==> src/rtl/prio_arbiter_pkg.sv <==
// -----------------------------------------------------------------------------
// prio_arbiter_pkg
// Shared types and constants for the priority arbiter.
//   state_e : arbiter FSM states (IDLE, GRANT)
//   HOLD_W  : width of the hold_cnt output, which counts cycles a grant is held
// -----------------------------------------------------------------------------
package prio_arbiter_pkg;

  typedef enum logic {
    IDLE  = 1'b0,
    GRANT = 1'b1
  } state_e;

  localparam int HOLD_W = 8;

endpackage : prio_arbiter_pkg

==> src/rtl/prio_pick.sv <==
// -----------------------------------------------------------------------------
// prio_pick
// Purely combinational rotated priority search. It starts at i_start and walks
// downward, wrapping from index 0 to N-1. It reports the first set bit of
// i_vec.
// Ports:
//   i_vec   [N-1:0] : candidate vector
//   i_start [W-1:0] : first index examined (highest priority this cycle)
//   o_found         : 1 when i_vec has any bit set
//   o_idx   [W-1:0] : index of the winning bit (0 when nothing is found)
// -----------------------------------------------------------------------------
module prio_pick #(
  parameter  int N = 8,
  localparam int W = $clog2(N)
) (
  input  logic [N-1:0] i_vec,
  input  logic [W-1:0] i_start,
  output logic         o_found,
  output logic [W-1:0] o_idx
);

  logic [W-1:0] w_pos;

  // Search order is i_start, i_start-1, ..., 0, N-1, ... .
  // The first hit wins, so later positions are ignored once o_found is set.
  always_comb begin
    o_found = 1'b0;
    o_idx   = '0;
    w_pos   = i_start;
    for (int k = 0; k < N; k++) begin
      if (!o_found && i_vec[w_pos]) begin
        o_found = 1'b1;
        o_idx   = w_pos;
      end
      w_pos = (w_pos == '0) ? W'(N - 1) : w_pos - W'(1);
    end
  end

endmodule : prio_pick

==> src/rtl/prio_arbiter.sv <==
// -----------------------------------------------------------------------------
// prio_arbiter
// A two-state (IDLE/GRANT) arbiter with registered outputs.
// In IDLE, any request wins a grant on the next edge. A grant lasts until the
// owner raises done, or until it has been held MAX_HOLD cycles. When the hold
// limit ends a grant, preempt pulses for one cycle.
// Build option: define PRIO_ARBITER_ROUND_ROBIN_EN to replace fixed priority
// with a rotating pointer. The pointer moves to just below the last winner.
// Without the macro, index N-1 always has the highest priority.
// Ports:
//   clk, rst (async, active-high)
//   req        [N-1:0] : request vector
//   done               : owner releases the grant (only looked at in GRANT)
//   gnt_valid          : a grant is held
//   gnt_idx    [W-1:0] : granted index (keeps its last value while idle)
//   gnt_onehot [N-1:0] : one-hot grant, zero while idle
//   preempt            : one-cycle pulse when the hold limit ends a grant
//   hold_cnt   [7:0]   : cycles the current grant has been held
// -----------------------------------------------------------------------------
module prio_arbiter
  import prio_arbiter_pkg::*;
#(
  parameter  int N        = 8,
  parameter  int MAX_HOLD = 16,
  localparam int W        = $clog2(N)
) (
  input  logic              clk,
  input  logic              rst,
  input  logic [N-1:0]      req,
  input  logic              done,
  output logic              gnt_valid,
  output logic [W-1:0]      gnt_idx,
  output logic [N-1:0]      gnt_onehot,
  output logic              preempt,
  output logic [HOLD_W-1:0] hold_cnt
);

  localparam logic [W-1:0]      TOP_IDX  = W'(N - 1);
  localparam logic [HOLD_W-1:0] HOLD_LIM = HOLD_W'(MAX_HOLD);

  state_e              r_state, w_state_next;
  logic                r_gnt_valid, w_gnt_valid_next;
  logic [W-1:0]        r_gnt_idx, w_gnt_idx_next;
  logic [N-1:0]        r_gnt_onehot, w_gnt_onehot_next;
  logic                r_preempt, w_preempt_next;
  logic [HOLD_W-1:0]   r_hold_cnt, w_hold_cnt_next;

  logic                w_found;
  logic [W-1:0]        w_pick_idx;
  logic [W-1:0]        w_start;
  logic                w_hold_hit;

`ifdef PRIO_ARBITER_ROUND_ROBIN_EN
  logic [W-1:0]        r_ptr, w_ptr_next;
  assign w_start = r_ptr;
`else
  assign w_start = TOP_IDX;
`endif

  prio_pick #(.N(N)) u_pick (
    .i_vec   (req),
    .i_start (w_start),
    .o_found (w_found),
    .o_idx   (w_pick_idx)
  );

  assign w_hold_hit = (r_hold_cnt == HOLD_LIM);

  // State and output registers
  always_ff @(posedge clk or posedge rst) begin
    if (rst) begin
      r_state      <= IDLE;
      r_gnt_valid  <= 1'b0;
      r_gnt_idx    <= '0;
      r_gnt_onehot <= '0;
      r_preempt    <= 1'b0;
      r_hold_cnt   <= '0;
`ifdef PRIO_ARBITER_ROUND_ROBIN_EN
      r_ptr        <= TOP_IDX;
`endif
    end else begin
      r_state      <= w_state_next;
      r_gnt_valid  <= w_gnt_valid_next;
      r_gnt_idx    <= w_gnt_idx_next;
      r_gnt_onehot <= w_gnt_onehot_next;
      r_preempt    <= w_preempt_next;
      r_hold_cnt   <= w_hold_cnt_next;
`ifdef PRIO_ARBITER_ROUND_ROBIN_EN
      r_ptr        <= w_ptr_next;
`endif
    end
  end

  // Next-state logic
  always_comb begin
    w_state_next = r_state;
    case (r_state)
      IDLE:    if (w_found) w_state_next = GRANT;
      GRANT:   if (done || w_hold_hit) w_state_next = IDLE;
      default: w_state_next = IDLE;
    endcase
  end

  // Next values of the registered outputs.
  // done is checked before the hold limit, so a release on the limit cycle
  // never raises preempt.
  always_comb begin
    w_gnt_valid_next  = 1'b0;
    w_gnt_idx_next    = r_gnt_idx;
    w_gnt_onehot_next = '0;
    w_preempt_next    = 1'b0;
    w_hold_cnt_next   = '0;
`ifdef PRIO_ARBITER_ROUND_ROBIN_EN
    w_ptr_next        = r_ptr;
`endif
    case (r_state)
      IDLE: begin
        if (w_found) begin
          w_gnt_valid_next  = 1'b1;
          w_gnt_idx_next    = w_pick_idx;
          w_gnt_onehot_next = {{(N-1){1'b0}}, 1'b1} << w_pick_idx;
          w_hold_cnt_next   = HOLD_W'(1);
`ifdef PRIO_ARBITER_ROUND_ROBIN_EN
          w_ptr_next        = (w_pick_idx == '0) ? TOP_IDX : w_pick_idx - W'(1);
`endif
        end
      end
      GRANT: begin
        if (done) begin
          w_preempt_next = 1'b0;
        end else if (w_hold_hit) begin
          w_preempt_next = 1'b1;
        end else begin
          w_gnt_valid_next  = 1'b1;
          w_gnt_onehot_next = r_gnt_onehot;
          w_hold_cnt_next   = r_hold_cnt + HOLD_W'(1);
        end
      end
      default: ;
    endcase
  end

  assign gnt_valid  = r_gnt_valid;
  assign gnt_idx    = r_gnt_idx;
  assign gnt_onehot = r_gnt_onehot;
  assign preempt    = r_preempt;
  assign hold_cnt   = r_hold_cnt;

endmodule : prio_arbiter

==> config.mk <==
export PLATFORM = sky130hd
export DESIGN_NAME = prio_arbiter
export DESIGN_NICKNAME = d
export VERILOG_FILES = /design/src/rtl/prio_arbiter_pkg.sv /design/src/rtl/prio_pick.sv /design/src/rtl/prio_arbiter.sv
export SDC_FILE = /design/constraint.sdc
export NUM_CORES = 1
export LEC_CHECK = 0
export ABC_AREA = 1
export CORE_ASPECT_RATIO = 0.75
export CORE_MARGIN = 4
export CORE_UTILIZATION = 49
export DETAILED_ROUTE_END_ITERATION = 7
export HOLD_SLACK_MARGIN = 0.05
export PLACE_DENSITY = 0.83
export SLEW_MARGIN = 15
export SYNTH_ARGS = -nofsm -noshare
export SYNTH_HDL_FRONTEND = slang
export SYNTH_SLANG_ARGS = --single-unit
==> constraint.sdc <==
create_clock -name clk -period 2.85 [get_ports clk]
set_input_delay 0.57 -clock clk [delete_from_list [all_inputs] [get_ports clk]]
set_output_delay 0.57 -clock clk [all_outputs]
set_load 0.01 [all_outputs]
==> flow_summary.json, run 1 <==
{
  "fin_crit_ns": 2.02,
  "synth.area.top_cells": "dfrtp_1 48%, nand3_1 8.3%, nand2_1 6.2%, inv_1 5.2%, nor2_1 3.5%",
  "clock-sinks": 21,
  "antenna_left": 0,
  "setup_viol": 0,
  "hold_viol": 0,
  "synthArstFlopShare_pct": 100,
  "antenna-diode-count": 0,
  "yosysUniqueCellTypes": 24,
  "root_buffer": "clkbuf_4",
  "synthesis.area_um2": 1080,
  "cap_violations": 0,
  "core_um2": 2050,
  "fp.dieW_um": 62.3,
  "nFillCells": 174,
  "crit_buf_inv": 1,
  "yosysSeqAreaShare_pct": 48.5,
  "gp_congestion": 0.861,
  "ir_drop_mv": 0.539,
  "pre_cts_slack_ns": 0.973,
  "synth_top_area_cell": "dfrtp_1",
  "fmaxAchievable_ghz": 0.494,
  "htreeDepth": 1,
  "cts_buffer_depth": 2,
  "firstDrtPassIters": 4,
  "wl_um": 2520,
  "io_buffers": 31,
  "worstPathRequired_ns": 2.28,
  "slowest_delay_ns": 0.61,
  "crit_type": "flip-flop to primary output",
  "cp.arrival_ns": 1.45,
  "tightest_slew_ns": 0.794,
  "report.final.slew_viol_count": 0,
  "avgSynthCellArea_um2": 9.11,
  "wl_per_cell_um": 14.2,
  "critPathMaxFanout": 7,
  "global_route.usage.total_pct": 17.6,
  "holdBufCountCts": 0,
  "grt_pass1_wl_um": 4350,
  "synth_seq_cells": 21,
  "clk_latency_ns": 0.30,
  "grt_pass1_vias": 964,
  "drive_gt1_share_pct": 12.4,
  "syn_inst": 119,
  "area_growth_pct": 32.9,
  "via_per_inst": 5.51,
  "overflow": 0,
  "grt_max_degree": 22,
  "fin_nets": 167,
  "post_cts.repair.setup_buffers": 0,
  "synth.net_count": 132,
  "yosys_warnings": 0,
  "hp-class": "flip-flop to flip-flop",
  "die_area_um2": 3040,
  "seqCellArea_um2": 526,
  "cp_slowest_cell": "clkdlybuf4s50_1",
  "end_kind": "primary output",
  "hpwl_um": 1940,
  "timing.setup.tns_ns": 0,
  "start_util_pct": 52.9,
  "cts_resized": 0,
  "drc": 0,
  "yosysMostFrequentCell": "dfrtp_1",
  "num_rows": 14,
  "slew_headroom_pct": 47.0,
  "die_h_um": 48.7,
  "io_pins": 32,
  "synth-main-ff-cell": "dfrtp_1",
  "p_leak_nw": 0.654,
  "clk_pin_slew_ns": 0.12,
  "path_cells": "clkdlybuf4s50_1",
  "multi_input_area_um2": 480,
  "drt_iter0_markers": 40,
  "fin_ws_ns": 0.825,
  "post-route-period-util_pct": 71.0,
  "cts_tree": "yes",
  "crit_family": "buffers and inverters",
  "status": "finished, final reports clean",
  "clock_skew_ns": 0.000672,
  "cts_made_buffers": 3,
  "rsz0062_at_grt": "false",
  "critPathLaunchType": "flip-flop",
  "power_density_nw_per_um2": 633,
  "synth-edff-count": 0,
  "num_vias": 976,
  "antenna_found_initial": 0,
  "yosys-top-cells-count": "21 x dfrtp_1, 18 x nand2_1, 18 x nand3_1",
  "synth_top_area_share_pct": 48.5
}
-- cell type report --
type                    instances  share of cell area [%]
inverters                      17                    4.60
repair buffers                 31                    21.5
clock buffers                   3                    1.56
multi-input cells              80                    33.4
flip-flops and latches         21                    36.5
well taps                      24                    2.09
clock inverters                 1                   0.348
-- registers in the layout (all words and copies together), names as in the netlist --
name	flops
preempt	1
hold_cnt	8
gnt_valid	1
gnt_onehot	8
gnt_idx	3
-- cell families after synthesis --
group / share of synthesized area, %
compound gates: 6.00
fa+ha+maj: 2.31
simple gates: 36.0
flops: 48.5
buf+inv: 7.16
-- where the power goes --
group / switching (mW) / internal (mW) / total [mW]
registers: 0.0576 / 0.355 / 0.412
logic: 0.186 / 0.167 / 0.353
clock network: 0.0943 / 0.0524 / 0.147
total: 0.338 / 0.574 / 0.912
-- metal layers --
layer  global-route usage (%)  wire length [um]
met2                     28.1              1200
met3                     6.25               178
met1                     21.9              1110
met5                        0                 0
met4                     6.71                26
-- tightest hold or removal path, cell delays in order, from the launching register on --
cell	delay (ns)
dfrtp_1	0.36
nand2_1	0.06
nand2_1	0.05
-- final timing paths --
| path | start | end | slack [ns] | depth (start not counted) |
|---|---|---|---|---|
| min reg2reg | gnt_idx[2] | gnt_idx[2] | 0.49 | 2 |
| max | gnt_valid | gnt_valid | 0.83 | 1 |
| min | gnt_idx[2] | gnt_idx[2] | 0.49 | 2 |
| min in group asynchronous | rst | gnt_onehot[2] | 0.70 | 2 |
| max reg2reg | hold_cnt[0] | hold_cnt[0] | 1.41 | 5 |
| max in group asynchronous | rst | gnt_onehot[7] | 1.66 | 2 |
-- stage by stage --
step	std cells	util [%]	power, mW	hold slack, ns	cell area, um^2
after global routing	177	70.3	0.971	0.532	1440
final	177	70.3	0.912	0.490	1440
after CTS	177	70.3	0.917	0.493	1440
after floorplan	119	-	0.590	0.505	1080
after detailed placement	173	68.9	0.773	0.462	1410
after global placement	173	68.9	0.760	0.466	1410
-- cell usage in the layout (no fill, tap or decap) --
| master | n |
|---|---|
| a21oi_1 | 4 |
| and3_1 | 1 |
| clkbuf_4 | 3 |
| clkdlybuf4s50_1 | 31 |
| clkinv_2 | 1 |
| dfrtp_1 | 21 |
| ha_1 | 2 |
| inv_1 | 15 |
| inv_2 | 1 |
| inv_4 | 1 |
| nand2_1 | 18 |
| nand2_4 | 3 |
| nand3_1 | 18 |
| nand4_2 | 1 |
| nand4_4 | 1 |
| nor2_1 | 10 |
| nor2_2 | 1 |
| nor2_4 | 3 |
| nor2_8 | 1 |
| nor3_1 | 5 |
| nor3_2 | 3 |
| nor4_1 | 1 |
| o211ai_1 | 1 |
| o21ai_0 | 5 |
| o21ai_1 | 1 |
| o31ai_1 | 1 |
Power figures use the tool's default switching activity.
==> run 2: changes to the inputs <==
--- a/config.mk
+++ b/config.mk
@@ -8,10 +8,10 @@
 export ABC_AREA = 1
 export CORE_ASPECT_RATIO = 0.75
 export CORE_MARGIN = 4
-export CORE_UTILIZATION = 49
+export CORE_UTILIZATION = 46
 export DETAILED_ROUTE_END_ITERATION = 7
 export HOLD_SLACK_MARGIN = 0.05
-export PLACE_DENSITY = 0.83
+export PLACE_DENSITY = 0.78
 export SLEW_MARGIN = 15
 export SYNTH_ARGS = -nofsm -noshare
 export SYNTH_HDL_FRONTEND = slang
==> constraint.sdc (replaced) <==
create_clock -name clk -period 1.9 [get_ports clk]
set_input_delay 0.38 -clock clk [delete_from_list [all_inputs] [get_ports clk]]
set_output_delay 0.38 -clock clk [all_outputs]
set_load 0.01 [all_outputs]
==> flow_summary.json, run 2 (synthesized netlist as in run 1, its figures left out) <==
{
  "status": "finished, final reports clean",
  "io_pins": 32,
  "holdBufCountCts": 0,
  "wl_per_cell_um": 13.3,
  "cts_buffer_depth": 2,
  "die_area_um2": 3200,
  "slowest_delay_ns": 0.58,
  "report.final.slew_viol_count": 0,
  "path_cells": "clkdlybuf4s50_1",
  "r2r-end": "hold_cnt[5]",
  "die_h_um": 50.0,
  "crit_start": "hold_cnt[3]",
  "fmaxAchievable_ghz": 0.582,
  "cts_tree": "yes",
  "p_total_mw": 1.38,
  "htreeDepth": 1,
  "num_rows": 14,
  "power_density_nw_per_um2": 944,
  "start_util_pct": 51.1,
  "core_um2": 2120,
  "drt_iter0_markers": 60,
  "clock-sinks": 21,
  "hpwl_um": 1940,
  "p_leak_nw": 0.664,
  "grt_max_degree": 22,
  "num_vias": 949,
  "rsz0062_at_grt": "false",
  "top_layer": "met4",
  "layout_commonest_cell": "clkdlybuf4s50_1",
  "via_per_inst": 5.07,
  "clock_skew_ns": 0.00936,
  "post-route-period-util_pct": 90.4,
  "critPathMaxFanout": 6,
  "io_buffers": 31,
  "dr_wl_met2_um": 1170,
  "crit_type": "flip-flop to primary output",
  "mostFrequentLayoutCells": "31 x clkdlybuf4s50_1, 21 x dfrtp_1, 18 x nand2_1, 18 x nand3_1, 15 x inv_1",
  "cap_violations": 0,
  "antenna_left": 0,
  "ir_drop_mv": 0.572,
  "worstPathRequired_ns": 1.52,
  "fin_nets": 169,
  "grt_pass1_wl_um": 4330,
  "cts_made_buffers": 3,
  "post_cts.repair.setup_buffers": 0,
  "root_buffer": "clkbuf_4",
  "timing.setup.tns_ns": 0,
  "drive_gt1_share_pct": 13.5,
  "pre_cts_slack_ns": 0.229,
  "grt_pass1_vias": 978,
  "fin_crit_ns": 1.72,
  "r2r_start": "hold_cnt[0]",
  "drc": 0,
  "wl_met3_um": 107,
  "clk_pin_slew_ns": 0.12,
  "fin_ws_ns": 0.182,
  "gp_congestion": 0.801,
  "clk_latency_ns": 0.31,
  "setup_viol": 0,
  "firstDrtPassIters": 4,
  "tightest_slew_ns": 0.369,
  "ff2ff_setup_slack_ns": 0.46,
  "crit_family": "buffers and inverters",
  "cp_slowest_cell": "clkdlybuf4s50_1",
  "overflow": 0,
  "fp.dieW_um": 64.0,
  "antenna_found_initial": 0,
  "antenna-diode-count": 0,
  "r2r_cells": 5,
  "critPathLaunchType": "flip-flop",
  "hp-class": "input pin to asynchronous set/reset pin",
  "met1_length_um": 1210,
  "hold_viol": 0,
  "slew_headroom_pct": 75.4,
  "wl_um": 2500,
  "end_kind": "primary output",
  "global_route.usage.total_pct": 17.2,
  "cts_resized": 0,
  "area_growth_pct": 35.2,
  "crit_buf_inv": 1,
  "cp.arrival_ns": 1.34
}
run 2: changes by cell type in the layout (fill, tap and decap cells not counted), sizes merged:
cell  delta
buf      +2
run 2: worst max-delay path by stage:
stage / endpoint / slack, ns / cells after the start
3_3_place_gp: hold_cnt[0] / 0.28 / 7
3_5_place_dp: hold_cnt[0] / 0.23 / 7
4_1_cts: hold_cnt[3] / 0.18 / 1
5_1_grt: hold_cnt[4] / 0.11 / 1
2_1_floorplan: gnt_onehot[0] / 0.70 / 6
6_report: hold_cnt[3] / 0.18 / 1
run 2: per-stage QoR:
step	area [um^2]	util [%]	std cells	hold slack [ns]
4_1_cts	1470	69.1	187	0.407
2_1_floorplan	1080	-	119	0.357
3_3_place_gp	1440	67.8	183	0.470
6_report	1470	69.1	187	0.395
3_5_place_dp	1440	67.8	183	0.468
5_1_grt	1470	69.1	187	0.422
run 2: layout make-up:
class / count / area (um^2)
Inverter: 17 / 66.3
Fill cell: 191 / 654
Sequential cell: 21 / 526
Timing Repair Buffer: 33 / 325
Tap cell: 32 / 40.0
Clock inverter: 1 / 5.00
Clock buffer: 3 / 22.5
Multi-Input combinational cell: 80 / 480
run 2: power by group:
part,internal (mW),switching [mW],total (mW)
registers,0.532,0.0680,0.600
clock network,0.0786,0.137,0.216
logic,0.267,0.301,0.567
run 2: per-layer routing:
layer	vias up	GRT usage (%)
li1	462	-
met1	454	22.1
met2	31	28.3
met3	2	5.23
met4	0	3.58
met5	-	0
